### src/rtl/pd_seq_pkg.sv
// Shared definitions for the PD_M1 power-domain sequencer.
// Holds the sequencer state enum, the default timing constants and a helper
// that sizes the shared timeout/hold counter.
package pd_seq_pkg;

    typedef enum logic [2:0] {
        StOff,
        StPwrUp,
        StRstRel,
        StDeiso,
        StOn,
        StIso,
        StPwrDn
    } pd_state_e;

    localparam int unsigned IsoSetupCyclesDef = 4;
    localparam int unsigned RstHoldCyclesDef  = 8;
    localparam int unsigned AckTimeoutDef     = 64;

    // Counter must hold the largest of the three cycle counts.
    function automatic int unsigned cnt_width(input int unsigned a, input int unsigned b,
                                              input int unsigned c);
        int unsigned m;
        m = (a > b) ? a : b;
        m = (m > c) ? m : c;
        return $clog2(m + 1);
    endfunction

endpackage

### src/rtl/sync2.sv
// Two-flop synchronizer, reset to 0.
// Ports:
//   clk_i  - destination clock
//   rst_ni - asynchronous active-low reset
//   d_i    - asynchronous input
//   q_o    - synchronized output (2 cycles of latency)
module sync2 (
    input  logic clk_i,
    input  logic rst_ni,
    input  logic d_i,
    output logic q_o
);

    logic s1_q, s2_q;

    always_ff @(posedge clk_i or negedge rst_ni) begin
        if (!rst_ni) begin
            s1_q <= 1'b0;
            s2_q <= 1'b0;
        end else begin
            s1_q <= d_i;
            s2_q <= s1_q;
        end
    end

    assign q_o = s2_q;

endmodule

### src/rtl/pd_m1_seq.sv
// PD_M1 power-domain sequencer (always-on domain).
// Sequences isolation, domain reset and power-switch enable for every PD_M1
// power-up and power-down so downstream domains never see PD_M1 outputs while
// it is unpowered or held in reset.
// Ports:
//   ck         - always-on clock
//   arst       - asynchronous active-low reset
//   pdReq      - level request, 1 = PD_M1 on
//   busyM1     - PD_M1 activity, blocks power-down while high (sampled in ON only)
//   pwrAck     - power-switch ack, asynchronous to ck
//   errClr     - clears pdErr
//   pwrEn      - power-switch enable
//   domainRstN - PD_M1 reset, active-low
//   isolateM1  - isolation enable toward PD_M2/PD_M3
//   pdAck      - high only while ON
//   pdErr      - sticky ack-timeout flag
module pd_m1_seq
    import pd_seq_pkg::*;
#(
    parameter int unsigned ISO_SETUP_CYCLES = IsoSetupCyclesDef,
    parameter int unsigned RST_HOLD_CYCLES  = RstHoldCyclesDef,
    parameter int unsigned ACK_TIMEOUT      = AckTimeoutDef
) (
    input  logic ck,
    input  logic arst,
    input  logic pdReq,
    input  logic busyM1,
    input  logic pwrAck,
    input  logic errClr,
    output logic pwrEn,
    output logic domainRstN,
    output logic isolateM1,
    output logic pdAck,
    output logic pdErr
);

    localparam int unsigned CntW = cnt_width(ISO_SETUP_CYCLES, RST_HOLD_CYCLES, ACK_TIMEOUT);

    localparam logic [CntW-1:0] CntSat     = CntW'(ACK_TIMEOUT);
    localparam logic [CntW-1:0] CntTimeout = CntW'(ACK_TIMEOUT - 1);
    localparam logic [CntW-1:0] CntIsoLast = CntW'(ISO_SETUP_CYCLES - 1);
    localparam logic [CntW-1:0] CntRstLast = CntW'(RST_HOLD_CYCLES - 1);

    pd_state_e       state_q, state_d;
    logic [CntW-1:0] cnt_q, cnt_d;
    logic            ack_s;
    logic            timeout;

    logic pwr_en_q, pwr_en_d;
    logic rst_n_q, rst_n_d;
    logic iso_q, iso_d;
    logic pd_ack_q, pd_ack_d;
    logic pd_err_q, pd_err_d;

    sync2 u_ack_sync (
        .clk_i  (ck),
        .rst_ni (arst),
        .d_i    (pwrAck),
        .q_o    (ack_s)
    );

    // State register and cycle counter.
    always_ff @(posedge ck or negedge arst) begin
        if (!arst) begin
            state_q <= StOff;
            cnt_q   <= '0;
        end else begin
            state_q <= state_d;
            cnt_q   <= cnt_d;
        end
    end

    // Next state. cnt_q equals the number of cycles already spent in state_q.
    always_comb begin
        state_d = state_q;
        timeout = 1'b0;
        unique case (state_q)
            StOff: begin
                if (pdReq) state_d = StPwrUp;
            end
            StPwrUp: begin
                if (ack_s) begin
                    state_d = StRstRel;
                end else if (cnt_q == CntTimeout) begin
                    state_d = StRstRel;
                    timeout = 1'b1;
                end
            end
            StRstRel: begin
                if (cnt_q == CntRstLast) state_d = StDeiso;
            end
            StDeiso: begin
                state_d = StOn;
            end
            StOn: begin
                if (!pdReq && !busyM1) state_d = StIso;
            end
            StIso: begin
                if (cnt_q == CntIsoLast) state_d = StPwrDn;
            end
            StPwrDn: begin
                if (!ack_s) begin
                    state_d = StOff;
                end else if (cnt_q == CntTimeout) begin
                    state_d = StOff;
                    timeout = 1'b1;
                end
            end
            default: state_d = StOff;
        endcase

        // Cleared on every state entry, saturating otherwise.
        if (state_d != state_q) begin
            cnt_d = '0;
        end else if (cnt_q == CntSat) begin
            cnt_d = cnt_q;
        end else begin
            cnt_d = cnt_q + CntW'(1);
        end
    end

    // Registered outputs, decoded from the state being entered.
    always_comb begin
        pwr_en_d = 1'b1;
        rst_n_d  = 1'b0;
        iso_d    = 1'b1;
        pd_ack_d = 1'b0;
        unique case (state_d)
            StOff: pwr_en_d = 1'b0;
            StPwrUp, StRstRel: ;
            StDeiso: rst_n_d = 1'b1;
            StOn: begin
                rst_n_d  = 1'b1;
                iso_d    = 1'b0;
                pd_ack_d = 1'b1;
            end
            StIso: rst_n_d = 1'b1;
            // Switch stays on for the cycle in which reset goes low, so reset
            // is always applied to a powered domain.
            StPwrDn: pwr_en_d = (state_q == StIso);
            default: pwr_en_d = 1'b0;
        endcase
        // Set wins over clear.
        pd_err_d = timeout | (pd_err_q & ~errClr);
    end

    always_ff @(posedge ck or negedge arst) begin
        if (!arst) begin
            pwr_en_q <= 1'b0;
            rst_n_q  <= 1'b0;
            iso_q    <= 1'b1;
            pd_ack_q <= 1'b0;
            pd_err_q <= 1'b0;
        end else begin
            pwr_en_q <= pwr_en_d;
            rst_n_q  <= rst_n_d;
            iso_q    <= iso_d;
            pd_ack_q <= pd_ack_d;
            pd_err_q <= pd_err_d;
        end
    end

    assign pwrEn      = pwr_en_q;
    assign domainRstN = rst_n_q;
    assign isolateM1  = iso_q;
    assign pdAck      = pd_ack_q;
    assign pdErr      = pd_err_q;

endmodule

### config.mk
export PLATFORM = sky130hd
export DESIGN_NAME = pd_m1_seq
export DESIGN_NICKNAME = d
export VERILOG_FILES = /design/src/rtl/pd_seq_pkg.sv /design/src/rtl/sync2.sv /design/src/rtl/pd_m1_seq.sv
export SDC_FILE = /design/constraint.sdc
export NUM_CORES = 1
export LEC_CHECK = 0
export CAP_MARGIN = 20
export CORE_UTILIZATION = 50
export CTS_BUF_LIST = sky130_fd_sc_hd__clkbuf_16
export CTS_CLUSTER_DIAMETER = 150
export DETAILED_ROUTE_END_ITERATION = 7
export HOLD_SLACK_MARGIN = 0.05
export PLACE_DENSITY = 0.8
export SYNTH_ARGS = -nofsm -noshare
export SYNTH_HDL_FRONTEND = slang
export SYNTH_SLANG_ARGS = --single-unit
export TNS_END_PERCENT = 50
### constraint.sdc
create_clock -name ck -period 5.3 [get_ports ck]
set_input_delay 0.795 -clock ck [delete_from_list [all_inputs] [get_ports ck]]
set_output_delay 0.795 -clock ck [all_outputs]
set_load 0.02 [all_outputs]
==> metrics.md, run 1 <==
| Metric | Value |
|---|---|
| Synth Area in XOR/XNOR | `4.81%` |
| Post-route ant nets | `0` |
| Clock sinks | `17` |
| Ports | `11` |
| Largest family of logic cells by synthesized area | `simple AND/OR/NAND/NOR gates` |
| Top cells by count, synth | `dfrtp_1, nor2_1, nand3_1` |
| Max Fclk | `468 MHz` |
| Global-route wire length before repair | `2860 µm` |
| Mapped cell area | `910 µm²` |
| Synth area leaders | `dfrtp_1, nor2_1, ha_1` |
| Worst path cell trace | `clkdlybuf4s50_1` |
| Root Buffer | `clkbuf_16` |
| Worst R2R End | `cnt_q[6]$_DFFE_PN0P_` |
| Initial Util | `53.3%` |
| TritonCTS clock tree | `built` |
| Post-synthesis async set-or-reset flop share | `100%` |
| Post-synthesis adder-cell area fraction | `4.13%` |
| Via count | `717` |
| DP Worst Slack | `3.07 ns` |
| Clk network pwr share | `24.8%` |
| Crit-path max cell delay | `0.59 ns` |
| Die area | `1990 µm²` |
| CP max FO | `1` |
| Final period demand of the worst path | `2.14 ns` |
| Worst Hold Class | `reg -> reg` |
| Data required, critical path | `4.51 ns` |
| Critical path depth | `1` |
| Final Util | `64.8%` |
| Area leader, netlist | `dfrtp_1` |
| TritonRoute pass-1 iters | `4` |
| Status | `finished, final reports clean` |
| Clock buffer depth | `2` |
| Pin count of the biggest net entering global routing | `18` |
| CTS hold repair buffers | `0` |
| Critical Path Sink | `isolateM1` |
| Final Hold Viols | `0` |
| Overflow after GRT | `0` |
| Synth Area in Compound Gates | `16.5%` |
| Pwr dens | `536 nW/µm²` |
| Critical path launch point type | `register` |
| Final Max Slew Viols | `0` |
| GPL Wtd Cong | `0.788` |
| Count of input and output buffers | `10` |
| Fin crit share | `40.3%` |
| CP top delay family | `buffers and inverters` |
| DPL Wire Length | `1180 µm` |
| Vias in the first global route | `698` |
| Sequential Power Share | `36.7%` |
| Clock latency on the worst-skew pair | `0.24 ns` |
| Clock skew | `0.00245 ns` |
| Vias per Instance | `5.47` |
| DRC | `0` |
| Setup Viol. Count Final | `0` |
| Final wirelength | `1600 µm` |
| GRT Total Usage | `19.1%` |
| Layout cells sized above 1 | `10.4%` |
| FP Rows | `15` |
| Synth Flop Type | `dfrtp_1` |
| Crit Path Class | `reg -> out` |
| Internal power | `0.377 mW` |
| Resized cells post-CTS | `0` |
| Distinct cells, synth | `33` |
| Worst Path Buf+Inv | `1` |
| Die width | `44.7 µm` |
| Worst R2R Start | `cnt_q[0]$_DFFE_PN0P_` |
| Clock transition at path regs | `0.05 ns` |
| Power Total | `0.592 mW` |
| Ant diodes | `0` |
| Seq/Total Area, Yosys | `46.9%` |
| Worst-Margin Slew | `0.756 ns` |
| Htree depth | `1` |
| Top-count cell post-synth | `dfrtp_1` |
| Critical path's slowest cell | `clkdlybuf4s50_1` |
| Final nets | `116` |
| Synth Net Count | `104` |
| Flops & latches, synth | `17` |
| Syn Inst Count | `95` |
| FF-to-FF path depth | `5` |
| Core Region | `1710 µm²` |
| Iter 0 DRT Violations | `21` |
| Register-to-register setup slack | `3.25 ns` |
| Post-synthesis simple-gate area fraction | `22.7%` |
| Rel. slew slack | `49.4%` |
| Mean Syn Cell Area | `9.57 µm²` |
| Critical Path End Type | `primary output` |
| Initial antenna violation count | `0` |
| CP Launch Point | `isolateM1$_DFF_PN1_` |
| RSZ-0062 raised after global routing | `no` |
| Maximum resistive drop on vdd | `0.241 mV` |
| Switch Pwr | `0.215 mW` |
| Placed Instance Area | `1030 µm²` |
| Critical path arrival | `1.34 ns` |
| EDFF count, synth | `0` |
| Final std cell area, no fill | `1110 µm²` |
| Leakage | `0.479 nW` |
| Die height | `44.7 µm` |
| Logic pwr share | `38.5%` |
| Final setup TNS | `0 ns` |
| Final WS setup | `3.16 ns` |
| P&R area growth vs syn | `21.6%` |
| Avg WL per Cell | `12.2 µm` |
| CTS Buf Count | `3` |
| Max Cap Viol | `0` |
| Mux share of post-synthesis cell area | `1.24%` |
| Sw Ratio | `36.3%` |
| Post-synth top area share | `44.0%` |
| Syn. warnings | `0` |
| Post CTS Setup Buffer Count | `0` |
power by group through the flow:
stage               clock [mW]  combinational, mW  sequential [mW]
global placement             0              0.219            0.216
finish                   0.147              0.228            0.218
global route             0.156              0.258            0.224
CTS                      0.151              0.229            0.217
detailed placement           0              0.229            0.219
floorplan                    0              0.173            0.209
per-stage QoR:
step	instances	hold WS [ns]
after floorplan	95	0.331
after global placement	127	0.332
after detailed placement	127	0.336
after CTS	131	0.348
after global routing	131	0.355
final	131	0.345
layout by cell type, fill, tap and decap left out, types with 2 or more instances in the layout:
cell type and count:
nand2_1 5, a21oi_1 5, clkbuf_16 3, xor2_1 2
xnor2_1 3, a21o_1 2, nor2_1 14, inv_1 5
nand2b_1 2, dfrtp_1 16, clkdlybuf4s50_1 10, nor2b_1 3
nand4_1 2, nand3_1 6, ha_1 3, o21ai_0 5
o32a_1 2
worst min path at each step:
stage	startpoint	end	depth (start not counted)
floorplan	u_ack_sync.s1_q$_DFF_PN0_	u_ack_sync.q_o$_DFF_PN0_	0
global placement	u_ack_sync.s1_q$_DFF_PN0_	u_ack_sync.q_o$_DFF_PN0_	0
detailed placement	u_ack_sync.s1_q$_DFF_PN0_	u_ack_sync.q_o$_DFF_PN0_	0
CTS	u_ack_sync.s1_q$_DFF_PN0_	u_ack_sync.q_o$_DFF_PN0_	0
global route	u_ack_sync.s1_q$_DFF_PN0_	u_ack_sync.q_o$_DFF_PN0_	0
finish	u_ack_sync.s1_q$_DFF_PN0_	u_ack_sync.q_o$_DFF_PN0_	0
final cells by class:
class	count	area (µm²)
clock buffers	3	75.1
clock inverters	1	5.00
fillers	127	602
inverters	5	18.8
multi-input cells	70	449
flip-flops and latches	17	427
well taps	25	31.3
repair buffers	10	100
layer usage:
metal / vias up / wire length [µm] / global-route usage, %
met4: 0 / 13 / 6.67
met3: 2 / 51 / 2.45
met5: - / 0 / 0
met1: 346 / 769 / 25.6
met2: 20 / 763 / 31.8
li1: 349 / - / -
registers in the layout, indices dropped and copies added, names as in the netlist:
register and count:
cnt_q 7, state_q 3, domainRstN 1, isolateM1 1, pdAck 1, pdErr 1, pwrEn 1, u_ack_sync.q_o 1
u_ack_sync.s1_q 1
logic make-up (layout without fill, tap and decap cells):
group / count (synthesis) / after routing
AOI/OAI and AO/OA: 21 / 21
xor gates and xnor gates: 5 / 5
adders and majority gates: 3 / 3
buffers and inverters: 8 / 19
DFF: 17 / 17
muxes: 1 / 1
and+or+nand+nor: 40 / 40
Power figures use the tool's default switching activity.
==> run 2, diff against run 1 <==
- CORE_UTILIZATION: 50 -> 48
- clock period: 5.3 -> 1.95 ns (I/O delays scaled with it)
==> metrics.md, run 2 (synthesized netlist as in run 1, its figures left out) <==
| Metric | Value |
|---|---|
| Core Region | `1750 µm² (+2.2%)` |
| Worst-Margin Slew | `0.332 ns (-0.424 ns)` |
| Met3 WL post-DR | `61 µm (+20%)` |
| Crit Path Class | `reg -> reg` |
| Data required, critical path | `2.08 ns (-2.43 ns)` |
| Final setup TNS | `0 ns (unchanged)` |
| Clock skew | `0.00155 ns (-0.000895 ns)` |
| Max Fclk | `535 MHz` |
| Reg with most FFs | `cnt_q` |
| Worst Hold Class | `reg -> reg` |
| Leakage | `0.489 nW (+2.2%)` |
| Count of input and output buffers | `10 (unchanged)` |
| CTS Buf Count | `3 (unchanged)` |
| Pwr dens | `1460 nW/µm² (+170%)` |
| Hold Slack | `0.348 ns (+0.00350 ns)` |
| TritonCTS clock tree | `built` |
| Final nets | `118 (+1.7%)` |
| DPL Wire Length | `1160 µm (-1.3%)` |
| Fin cells | `133 (+1.5%)` |
| Layout cells sized above 1 | `13.9% (+3.5 points)` |
| Clock latency on the worst-skew pair | `0.25 ns (about the same)` |
| Critical Path End Type | `register` |
| Fin crit share | `95.9%` |
| Clock buffer depth | `2 (unchanged)` |
| Root Buffer | `clkbuf_16` |
| Via count | `736 (+2.6%)` |
| Setup Viol. Count Final | `0 (unchanged)` |
| Maximum resistive drop on vdd | `0.939 mV (+290%)` |
| Largest regs | `cnt_q x7, state_q x3` |
| Final Max Slew Viols | `0 (unchanged)` |
| Placed cell count | `129 (+1.6%)` |
| CP max FO | `5 (+4)` |
| Clock sinks | `17 (unchanged)` |
| Die width | `45.5 µm (+2.0%)` |
| Initial Util | `52.1% (-1.1 points)` |
| Final WS setup | `0.0807 ns (-3.08 ns)` |
| Max Cap Viol | `0 (unchanged)` |
| Status | `finished, final reports clean` |
| Clock transition at path regs | `0.05 ns (about the same)` |
| Pin count of the biggest net entering global routing | `18 (unchanged)` |
| Overflow after GRT | `0 (unchanged)` |
| Final Hold Viols | `0 (unchanged)` |
| TritonRoute pass-1 iters | `4 (unchanged)` |
| Leading cell type in the layout, fill and taps excluded | `dfrtp_1` |
| Met1 Wirelength | `794 µm (+3.3%)` |
| Global-route wire length before repair | `2700 µm (-5.3%)` |
| Final wirelength | `1750 µm (+9.6%)` |
| Die area | `2070 µm² (+4.0%)` |
| Post-route ant nets | `0 (unchanged)` |
| Vias in the first global route | `660 (-5.4%)` |
| Ports | `11 (unchanged)` |
| CTS hold repair buffers | `0 (unchanged)` |
| Die height | `45.5 µm (+2.0%)` |
| FP Rows | `15 (unchanged)` |
| Power Total | `1.65 mW (+180%)` |
| Vias per Instance | `5.53 (+1.1%)` |
| WL met2 | `854 µm (+12%)` |
| Placed Instance Area | `1040 µm² (+1.5%)` |
| Critical path launch point type | `register` |
| Final period demand of the worst path | `1.87 ns` |
| Htree depth | `1 (unchanged)` |
| RSZ-0062 raised after global routing | `no` |
| Rel. slew slack | `77.9% (+28 points)` |
| Most frequent cells in the layout | `dfrtp_1, nor2_1, clkdlybuf4s50_1, nand3_1` |
| Iter 0 DRT Violations | `14 (-33%)` |
| Ant diodes | `0 (unchanged)` |
| GRT Total Usage | `19.0% (-0.065 points)` |
| Final std cell area, no fill | `1130 µm² (+2.5%)` |
| GPL Wtd Cong | `0.812 (+3.0%)` |
| P&R area growth vs syn | `24.6%` |
| Top sig layer | `met4` |
| Initial antenna violation count | `0 (unchanged)` |
| Critical path arrival | `2.00 ns (+0.66 ns)` |
| Avg WL per Cell | `13.2 µm (+7.9%)` |
| Final Util | `64.9% (+0.18 points)` |
| DP Worst Slack | `0.0699 ns (-3.00 ns)` |
| DRC | `0 (unchanged)` |
| Max reg flops | `7 (unchanged)` |
run 2: changes by cell type in the layout (fill, tap and decap cells not counted), sizes merged:
| cell | change |
|---|---|
| buf | +2 |
run 2: worst paths after layout:
kind                                      startpoint                        to  slack [ns]  cells past startpoint
max                             cnt_q[0]$_DFFE_PN0P_           pwrEn$_DFF_PN0_        0.08                      6
min                        u_ack_sync.s1_q$_DFF_PN0_  u_ack_sync.q_o$_DFF_PN0_        0.35                      0
max reg2reg                     cnt_q[0]$_DFFE_PN0P_           pwrEn$_DFF_PN0_        0.08                      6
min reg2reg                u_ack_sync.s1_q$_DFF_PN0_  u_ack_sync.q_o$_DFF_PN0_        0.35                      0
max in group asynchronous                       arst       isolateM1$_DFF_PN1_        1.33                      2
min in group asynchronous                       arst      state_q[0]$_DFF_PN0_        0.37                      2
run 2: final cells by class:
class	count	area [µm²]
Fill cell	139	612
Multi-Input combinational cell	70	460
Sequential cell	17	428
Timing Repair Buffer	12	115
Clock buffer	3	75.1
Tap cell	25	31.3
Inverter	5	18.8
Clock inverter	1	5.00
run 2: per-layer routing:
metal | vias to the layer above | track usage [%]
li1 | 359 | -
met1 | 359 | 21.0
met2 | 14 | 32.9
met3 | 4 | 3.57
met4 | 0 | 12.7
met5 | - | 0
run 2: worst max-delay path, cell delays in order (launching register included):
cell	delay (ns)
dfrtp_2	0.43
ha_1	0.22
nand3_1	0.14
nor2_2	0.09
a21o_1	0.19
a211o_1	0.34
o32a_1	0.34
run 2: timing repair:
| action | CTS | global route |
|---|---|---|
| gates resized for setup | 0 | 3 |
| buffers inserted | 0 | 0 |
| setup endpoints to repair | 0 | 9 |
run 2: where the power goes:
part,switching (mW),internal [mW]
Combinational,0.339,0.314
Sequential,0.127,0.467
Clock,0.130,0.274
Total,0.597,1.05
==> run 3, diff against run 2 <==
--- a/config.mk
+++ b/config.mk
@@ -7,7 +7,7 @@
 export LEC_CHECK = 0
 export CAP_MARGIN = 20
+export CORE_MARGIN = 5
 export CORE_UTILIZATION = 48
 export CTS_BUF_LIST = sky130_fd_sc_hd__clkbuf_16
-export CTS_CLUSTER_DIAMETER = 150
 export DETAILED_ROUTE_END_ITERATION = 7
 export HOLD_SLACK_MARGIN = 0.05
==> constraint.sdc (replaced) <==
create_clock -name ck -period 1.95 [get_ports ck]
set_input_delay 0.2925 -clock ck [delete_from_list [all_inputs] [get_ports ck]]
set_output_delay 0.2925 -clock ck [all_outputs]
set_load 0.01 [all_outputs]
==> metrics.md, run 3 (synthesized netlist as in run 1, its figures left out) <==
| Metric | Value |
|---|---|
| Status | `finished, final reports clean` |
| Initial Util | `51.6% (-0.55 points)` |
| Largest regs | `cnt_q x7, state_q x3` |
| Vias per Instance | `5.35 (-3.3%)` |
| Final period demand of the worst path | `1.86 ns (-0.0116 ns)` |
| FP Rows | `15 (unchanged)` |
| FF-to-FF path depth | `6 (unchanged)` |
| TritonCTS clock tree | `built` |
| Most frequent cells in the layout | `dfrtp_1, nor2_1, clkdlybuf4s50_1` |
| Worst Hold Class | `reg -> reg` |
| Rel. slew slack | `77.2% (-0.65 points)` |
| Max Cap Viol | `0 (unchanged)` |
| RSZ-0062 raised after global routing | `no` |
| Power Total | `1.65 mW (-0.26%)` |
| Vias in the first global route | `705 (+6.8%)` |
| Ant diodes | `0 (unchanged)` |
| Final nets | `119 (+0.85%)` |
| Leakage | `0.496 nW (+1.2%)` |
| Switch Pwr | `0.584 mW (-2.2%)` |
| FILL cells | `151 (+8.6%)` |
| Worst R2R Start | `cnt_q[0]$_DFFE_PN0P_` |
| Hold EP | `u_ack_sync.q_o$_DFF_PN0_` |
| Worst R2R End | `pwrEn$_DFF_PN0_` |
| CTS Buf Count | `3 (unchanged)` |
| Final setup TNS | `0 ns (unchanged)` |
| Worst Path Buf+Inv | `0 (unchanged)` |
| Final Hold Viols | `0 (unchanged)` |
| Data required, critical path | `2.08 ns (about the same)` |
| Sw Ratio | `35.4% (-0.71 points)` |
| Storage cell area | `427 µm² (-0.29%)` |
| Die height | `53.5 µm (+18%)` |
| Root Buffer | `clkbuf_16` |
| P&R area growth vs syn | `25.9%` |
| Final wirelength | `1830 µm (+4.4%)` |
| Pwr dens | `1440 nW/µm² (-1.2%)` |
| Reg with most FFs | `cnt_q` |
| Critical path arrival | `1.99 ns (about the same)` |
| Layout cells sized above 1 | `14.7% (+0.79 points)` |
| Fin crit share | `95.3% (-0.60 points)` |
| Critical path's slowest cell | `dfrtp_1` |
| Max reg flops | `7 (unchanged)` |
| Clock skew | `0.00321 ns (+0.00165 ns)` |
| TritonRoute pass-1 iters | `4 (unchanged)` |
| Register-to-register setup slack | `0.09 ns (about the same)` |
| CP max FO | `5 (unchanged)` |
| Global-route wire length before repair | `3100 µm (+15%)` |
| Avg WL per Cell | `13.6 µm (+3.6%)` |
| Clock latency on the worst-skew pair | `0.25 ns (about the same)` |
| Die area | `2870 µm² (+38%)` |
| DRC | `0 (unchanged)` |
| Initial antenna violation count | `0 (unchanged)` |
| Logic pwr share | `39.2% (-0.3 points)` |
| Internal power | `1.06 mW (+0.84%)` |
| Critical path launch point type | `register` |
| Leading cell type in the layout, fill and taps excluded | `dfrtp_1` |
| Min-Delay Path Depth | `0 (unchanged)` |
| Max Fclk | `538 MHz (+0.63%)` |
| Post-route ant nets | `0 (unchanged)` |
| Ports | `11 (unchanged)` |
| Core Region | `1760 µm² (+1.1%)` |
| GRT Total Usage | `15.5% (-3.5 points)` |
| Setup Viol. Count Final | `0 (unchanged)` |
| Clock buffer depth | `2 (unchanged)` |
| GPL Wtd Cong | `0.868 (+6.9%)` |
| Clock sinks | `17 (unchanged)` |
| Clk network pwr share | `24.8% (+0.3 points)` |
| Multi-input gate area | `465 µm² (+1.1%)` |
| Worst path cell trace | `ha_1, nand3_2, nor2_2, a21o_1, a211o_1, o32a_1` |
| Sequential Power Share | `36.0% (about the same)` |
| Via count | `717 (-2.6%)` |
| Htree depth | `1 (unchanged)` |
| Critical Path End Type | `register` |
| DPL Wire Length | `1250 µm (+7.2%)` |
| Overflow after GRT | `0 (unchanged)` |
| Worst Min Path Start | `u_ack_sync.s1_q$_DFF_PN0_` |
| Crit Path Class | `reg -> reg` |
| Count of input and output buffers | `10 (unchanged)` |
| Pin count of the biggest net entering global routing | `18 (unchanged)` |
| Clock transition at path regs | `0.05 ns (about the same)` |
| Crit-path max cell delay | `0.42 ns (about the same)` |
| Worst-Margin Slew | `0.341 ns (+0.00967 ns)` |
| Final Max Slew Viols | `0 (unchanged)` |
| Maximum resistive drop on vdd | `0.749 mV (-20%)` |
| CP top delay family | `compound AO/OA/AOI/OAI gates` |
| Iter 0 DRT Violations | `13 (-1)` |
| Die width | `53.5 µm (+18%)` |
## run 3: cell count changes in the layout (fill, tap and decap cells not counted), sizes merged
cell  change
buf       +1
## run 3: worst max path at each step
stage                              start               to  slack, ns  cells after the start
floorplan           cnt_q[0]$_DFFE_PN0P_  pwrEn$_DFF_PN0_       0.20                      6
global placement    cnt_q[0]$_DFFE_PN0P_  pwrEn$_DFF_PN0_       0.11                      6
detailed placement  cnt_q[0]$_DFFE_PN0P_  pwrEn$_DFF_PN0_       0.08                      6
CTS                 cnt_q[0]$_DFFE_PN0P_  pwrEn$_DFF_PN0_       0.04                      6
global route        cnt_q[0]$_DFFE_PN0P_  pwrEn$_DFF_PN0_       0.02                      6
finish              cnt_q[0]$_DFFE_PN0P_  pwrEn$_DFF_PN0_       0.09                      6
## run 3: repair_timing
action,4_1_cts,5_1_grt
setup endpoints to repair,0,10
hold buffers,0,0
setup buffers,0,1
gates resized for setup,0,3
endpoints found under the hold margin,0,0
## run 3: power by group through the flow
stage               clock network (mW)  registers (mW)  logic, mW
floorplan                            0           0.542      0.470
global placement                     0           0.588      0.598
detailed placement                   0           0.595      0.615
CTS                              0.416           0.590      0.624
global route                     0.440           0.612      0.727
finish                           0.409           0.593      0.645
## run 3: stage by stage
stage                     area [µm²]  std cells  worst slack, ns  hold WS [ns]  util [%]
final                           1140        134           0.0923         0.355      64.9
after global routing            1140        134           0.0170         0.371      64.9
after CTS                       1120        133           0.0365         0.362      63.5
after detailed placement        1040        129           0.0798         0.351      59.0
after global placement          1040        129            0.106         0.333      59.0
after floorplan                  910         95            0.196      -0.00309         -
## run 3: metal layers
| metal | vias up | track usage [%] | wire length [µm] |
|---|---|---|---|
| li1 | 358 | - | - |
| met3 | 7 | 4.71 | 106 |
| met2 | 20 | 24.9 | 859 |
| met1 | 332 | 18.0 | 803 |
| met4 | 0 | 9.79 | 59 |
| met5 | - | 0 | 0 |
## run 3: final cells by class
cell class                 instances  area share, %
multi-input combinational         70           40.7
sequential                        17           37.3
timing repair buffer              13           10.7
clock buffer                       3           6.56
tap                               25           2.73
inverter                           5           1.64
clock inverter                     1          0.437
